### src/rtl/round_pack.sv
// Two-stage IEEE-754 single-precision round-and-pack stage: stage 1 makes the rounding
// decision, stage 2 adds the increment, handles specials/overflow and packs the word.
module round_pack #(
    parameter int unsigned EXP_W = 8,
    parameter int unsigned MAN_W = 26
) (
    input  logic                   clk,
    input  logic                   rst,
    input  logic                   in_valid,
    output logic                   in_ready,
    input  logic                   sign_in,
    input  logic                   nan_in,
    input  logic [EXP_W-1:0]       exp_in,
    input  logic [MAN_W-1:0]       mantis_in,
    input  logic [1:0]             rnd_mode,
    output logic                   out_valid,
    input  logic                   out_ready,
    output logic [EXP_W+MAN_W-3:0] result,
    output logic                   flag_inexact,
    output logic                   flag_overflow,
    output logic                   flag_underflow
);

    localparam int unsigned SIG_W  = MAN_W - 2;
    localparam int unsigned FRAC_W = SIG_W - 1;
    localparam int unsigned RES_W  = 1 + EXP_W + FRAC_W;

    typedef enum logic [1:0] {RndRne, RndRtz, RndUp, RndDn} rnd_e;

    logic             w_adv;
    logic             w_inc;
    rnd_e             w_mode;

    logic             r_s1_valid;
    logic             r_s1_sign;
    logic             r_s1_nan;
    logic [EXP_W-1:0] r_s1_exp;
    logic [SIG_W-1:0] r_s1_sig;
    logic             r_s1_inc;
    logic             r_s1_inexact;
    rnd_e             r_s1_mode;

    logic [SIG_W:0]    w_sum;
    logic              w_exp_zero;
    logic [EXP_W-1:0]  w_exp_f;
    logic [FRAC_W-1:0] w_frac;
    logic              w_ovf_inf;
    logic [RES_W-1:0]  w_result;
    logic              w_inexact;
    logic              w_overflow;
    logic              w_underflow;

    logic             r_out_valid;
    logic [RES_W-1:0] r_result;
    logic             r_inexact;
    logic             r_overflow;
    logic             r_underflow;

    assign w_adv    = !r_out_valid || out_ready;
    assign in_ready = w_adv;
    assign w_mode   = rnd_e'(rnd_mode);

    always_comb begin
        w_inc = 1'b0;
        unique case (w_mode)
            RndRne: w_inc = mantis_in[1] & (mantis_in[0] | mantis_in[2]);
            RndRtz: w_inc = 1'b0;
            RndUp:  w_inc = !sign_in & (mantis_in[1] | mantis_in[0]);
            RndDn:  w_inc = sign_in & (mantis_in[1] | mantis_in[0]);
            default: w_inc = 1'b0;
        endcase
    end

    always_ff @(posedge clk) begin
        if (rst) begin
            r_s1_valid   <= 1'b0;
            r_s1_sign    <= 1'b0;
            r_s1_nan     <= 1'b0;
            r_s1_exp     <= '0;
            r_s1_sig     <= '0;
            r_s1_inc     <= 1'b0;
            r_s1_inexact <= 1'b0;
            r_s1_mode    <= RndRne;
        end else if (w_adv) begin
            r_s1_valid   <= in_valid;
            r_s1_sign    <= sign_in;
            r_s1_nan     <= nan_in;
            r_s1_exp     <= exp_in;
            r_s1_sig     <= mantis_in[MAN_W-1:2];
            r_s1_inc     <= w_inc;
            r_s1_inexact <= mantis_in[1] | mantis_in[0];
            r_s1_mode    <= w_mode;
        end
    end

    assign w_sum      = {1'b0, r_s1_sig} + {{SIG_W{1'b0}}, r_s1_inc};
    assign w_exp_zero = (r_s1_exp == '0);
    // A subnormal that rounds into the hidden bit becomes the smallest normal.
    assign w_exp_f    = w_exp_zero ? {{(EXP_W-1){1'b0}}, w_sum[SIG_W-1]}
                                   : r_s1_exp + {{(EXP_W-1){1'b0}}, w_sum[SIG_W]};
    assign w_frac     = (!w_exp_zero && w_sum[SIG_W]) ? '0 : w_sum[FRAC_W-1:0];
    assign w_ovf_inf  = (r_s1_mode == RndRne) || (r_s1_mode == RndUp && !r_s1_sign) ||
                        (r_s1_mode == RndDn && r_s1_sign);

    always_comb begin
        w_result    = {r_s1_sign, w_exp_f, w_frac};
        w_inexact   = r_s1_inexact;
        w_overflow  = 1'b0;
        w_underflow = w_exp_zero & r_s1_inexact;
        if (r_s1_nan) begin
            w_result    = {1'b0, {EXP_W{1'b1}}, 1'b1, {(FRAC_W-1){1'b0}}};
            w_inexact   = 1'b0;
            w_underflow = 1'b0;
        end else if (r_s1_exp == {EXP_W{1'b1}}) begin
            w_result    = {r_s1_sign, {EXP_W{1'b1}}, {FRAC_W{1'b0}}};
            w_inexact   = 1'b0;
            w_underflow = 1'b0;
        end else if (w_exp_zero && r_s1_sig == '0) begin
            w_result    = {r_s1_sign, {(RES_W-1){1'b0}}};
            w_inexact   = 1'b0;
            w_underflow = 1'b0;
        end else if (w_exp_f == {EXP_W{1'b1}}) begin
            w_overflow  = 1'b1;
            w_inexact   = 1'b1;
            w_underflow = 1'b0;
            w_result    = w_ovf_inf ? {r_s1_sign, {EXP_W{1'b1}}, {FRAC_W{1'b0}}}
                                    : {r_s1_sign, {(EXP_W-1){1'b1}}, 1'b0, {FRAC_W{1'b1}}};
        end
    end

    always_ff @(posedge clk) begin
        if (rst) begin
            r_out_valid <= 1'b0;
            r_result    <= '0;
            r_inexact   <= 1'b0;
            r_overflow  <= 1'b0;
            r_underflow <= 1'b0;
        end else if (w_adv) begin
            r_out_valid <= r_s1_valid;
            r_result    <= w_result;
            r_inexact   <= w_inexact;
            r_overflow  <= w_overflow;
            r_underflow <= w_underflow;
        end
    end

    assign out_valid      = r_out_valid;
    assign result         = r_result;
    assign flag_inexact   = r_inexact;
    assign flag_overflow  = r_overflow;
    assign flag_underflow = r_underflow;

endmodule

### config.mk
export PLATFORM = sky130hd
export DESIGN_NAME = round_pack
export DESIGN_NICKNAME = d
export VERILOG_FILES = /design/src/rtl/round_pack.sv
export SDC_FILE = /design/constraint.sdc
export NUM_CORES = 1
export LEC_CHECK = 0
export CAP_MARGIN = 20
export CORE_MARGIN = 4
export CORE_UTILIZATION = 45
export DETAILED_ROUTE_END_ITERATION = 6
export GPL_TIMING_DRIVEN = 1
export HOLD_SLACK_MARGIN = 0.15
export PLACE_DENSITY_LB_ADDON = 0.25
export RECOVER_POWER = 25
export SLEW_MARGIN = 20
export SYNTH_ARGS = -nofsm -noshare
export SYNTH_HDL_FRONTEND = slang
export SYNTH_SLANG_ARGS = --single-unit
### constraint.sdc
create_clock -name clk -period 3.1 [get_ports clk]
set_clock_uncertainty 0.05 [all_clocks]
set_input_delay 0.31 -clock clk [delete_from_list [all_inputs] [get_ports clk]]
set_output_delay 0.31 -clock clk [all_outputs]
set_load 0.01 [all_outputs]
==> results.json <==
{
  "setup.worst_path.class": "reg -> reg",
  "clk_latency_ps": 350,
  "vias": 3472,
  "ys_types": 46,
  "fp.dieW_um": 96.4,
  "tns_ps": 0,
  "syn2layout_area_growth_pct": 33.1,
  "rr_worst_depth": 11,
  "ys_seq_area_share_pct": 42.7,
  "cts_hold_buf": 0,
  "holdPathStages": 2,
  "crit_path_start": "r_s1_sig[0]",
  "critPathLaunchType": "register",
  "gp_congestion": 0.918,
  "drive_above_1_share_pct": 8.12,
  "reg2reg_from": "r_s1_sig[0]",
  "initial_core_util_pct": 47.5,
  "fmax_mhz": 351,
  "synth.top_cell.area_share_pct": 42.7,
  "cts_tree": "built",
  "drv_cap": 0,
  "crit_arrival_ps": 3040,
  "antenna_found_initial": 0,
  "dp_hpwl_mm": 7.02,
  "cpMaxStageDelayCell": "dfxtp_1",
  "fin_crit_ps": 2850,
  "ys_async_sr_fraction_pct": 0,
  "place.port_buffers": 78,
  "via_per_inst": 5.64,
  "design_area_sq_um": 4680,
  "layout_common_cells": "97 x nand2_1, 75 x dfxtp_1, 51 x clkdlybuf4s50_1",
  "track_usage_pct": 21.3,
  "synth-edff-count": 0,
  "hp-start": "result[8]",
  "numCtsBuffers": 9,
  "dieArea_sq_um": 9290,
  "root_buffer": "clkbuf_8",
  "clkTransAtPathRegs_ps": 70,
  "rows": 31,
  "synthesis.area_sq_um": 3520,
  "crit_top_cell": "ha_1",
  "period_share_pct": 91.9,
  "path_cells": "ha_1 -> ha_1 -> nand3_2 -> nor3_2 -> and3_1 -> ha_1 -> nor2b_1 -> a22o_1 -> and3_2 -> nor3_4 -> a221o_1",
  "io_pins": 79,
  "setup-violations-final": 0,
  "dr.pass1.iters": 5,
  "cp_max_fo": 8,
  "synth_top_flop_cell": "dfxtp_1",
  "place_area_sq_um": 4410,
  "nets": 558,
  "leakage_nw": 1.84,
  "synthTopCellsByArea": "dfxtp_1 43%, nand2_1 10%, a21oi_1 7.1%",
  "grt_pass1_vias": 3202,
  "final_common_cell": "nand2_1",
  "synth_top_cell_by_area": "dfxtp_1",
  "end_kind": "register",
  "status": "finished clean",
  "rsz0062_at_grt": "no",
  "synth_warnings": 0,
  "final_max_slew_viol_count": 0,
  "worst_slew_pin_slew_ps": 864,
  "cts_max_level": 3,
  "ys_seq_elements": 75,
  "required_ps": 3290,
  "ant_nets": 0,
  "grt_start_max_net_pins": 49,
  "die_y_um": 96.4,
  "syn_nets": 484,
  "wire_per_inst_um": 15.3,
  "cts.sinks": 75,
  "grt_pass1_wl_mm": 15.3,
  "first_iter_violations": 233,
  "fp.coreArea_sq_um": 7410,
  "hp-class": "reg -> reg",
  "avgSynthCellArea_sq_um": 8.03,
  "powerDensity_nw_per_um2": 498,
  "wirelength_mm": 9.40,
  "slew_headroom_pct": 42.2,
  "grt_remaining_overflow": 0,
  "peakVddDrop_uv": 276,
  "cts_buffer_depth": 2,
  "crit_path_max_incr_delay_ps": 350,
  "drc_errors": 0,
  "synthCells": 438,
  "final_hold_viol_count": 0,
  "n_antenna_cell": 0
}
state kept, by name, indices dropped and copies added, names as in the netlist, 2 cells and up:
signal,count
result,32
r_s1_sig,24
r_s1_mode,2
r_s1_exp,8
final timing paths:
kind	to	slack, ps
worst min-delay path	result[8]	400
worst max register to register	result[15]	250
worst min register to register	result[8]	400
worst max-delay path	result[15]	250
area by class of cell:
class	instances	area, sq um
clock buffers	11	131
clock inverters	5	125
fillers	669	2730
inverters	8	30.0
multi-input cells	327	1900
flip-flops and latches	75	1500
well taps	99	124
repair buffers	91	871
stage by stage:
step | cells | worst slack (ps) | power, mW | utilization [%] | hold WS, ps
final | 616 | 252 | 2.33 | 63.2 | 403
after global routing | 616 | 16.6 | 2.42 | 63.2 | 425
after CTS | 616 | 147 | 2.35 | 63.0 | 405
after detailed placement | 600 | 158 | 1.39 | 59.6 | 396
after global placement | 600 | 325 | 1.39 | 59.6 | 390
after floorplan | 438 | 257 | 1.24 | - | 382
cell families (layout without fill, tap and decap cells):
| logic type | Yosys count | after routing | share of synthesized area, % |
|---|---|---|---|
| AND/OR/NAND/NOR | 193 | 193 | 26.0 |
| AO/OA/AOI/OAI | 109 | 109 | 20.7 |
| flip-flops | 75 | 75 | 42.7 |
| buffers and inverters | 36 | 115 | 3.95 |
| XOR/XNOR | 21 | 21 | 5.23 |
| adder cells (fa/ha/maj) | 4 | 4 | 1.42 |
report_power, final:
| group | internal [mW] | total (mW) | switching (mW) | leakage [nW] |
|---|---|---|---|---|
| Sequential | 1.02 | 1.08 | 0.0573 | 0.620 |
| Combinational | 0.151 | 0.288 | 0.136 | 1.09 |
| Clock | 0.616 | 0.964 | 0.349 | 0.128 |
| Total | 1.79 | 2.33 | 0.542 | 1.84 |
cells in the mapped netlist, types with 2 or more instances:
cell	number
and3_1	5
or4_1	2
o21a_1	6
and2_1	2
nor2_1	25
a211oi_1	9
nor2b_1	3
nand3_1	13
xnor2_1	10
a221o_1	8
nand2_1	98
dfxtp_1	75
nand4_1	9
a22oi_1	3
nor3_2	3
a32o_1	3
a21oi_1	50
or2_2	2
nor4_1	11
o311ai_0	6
ha_1	4
or3_1	5
and4_1	4
inv_1	7
o21ai_0	10
buf_2	3
buf_1	3
o211ai_1	5
clkbuf_1	22
xor2_1	11
nor3_1	6
what timing repair did:
item                       CTS  global route
resized for setup            0             8
setup endpoints to repair    0            19
setup buffers                0             0
metal layers:
metal	wire [um]	up-vias	GRT usage, %
li1	-	1715	-
met1	4260	1616	29.4
met2	4230	126	31.8
met3	741	15	4.49
met4	179	0	9.81
met5	0	-	0
worst max-delay path, delay by kind of cell (launching register included):
family / cells / cell delay (ps)
flip-flops: 1 / 350
AO/OA/AOI/OAI: 2 / 590
adder cells (fa/ha/maj): 3 / 620
AND/OR/NAND/NOR: 6 / 1120
Power figures use the tool's default switching activity.
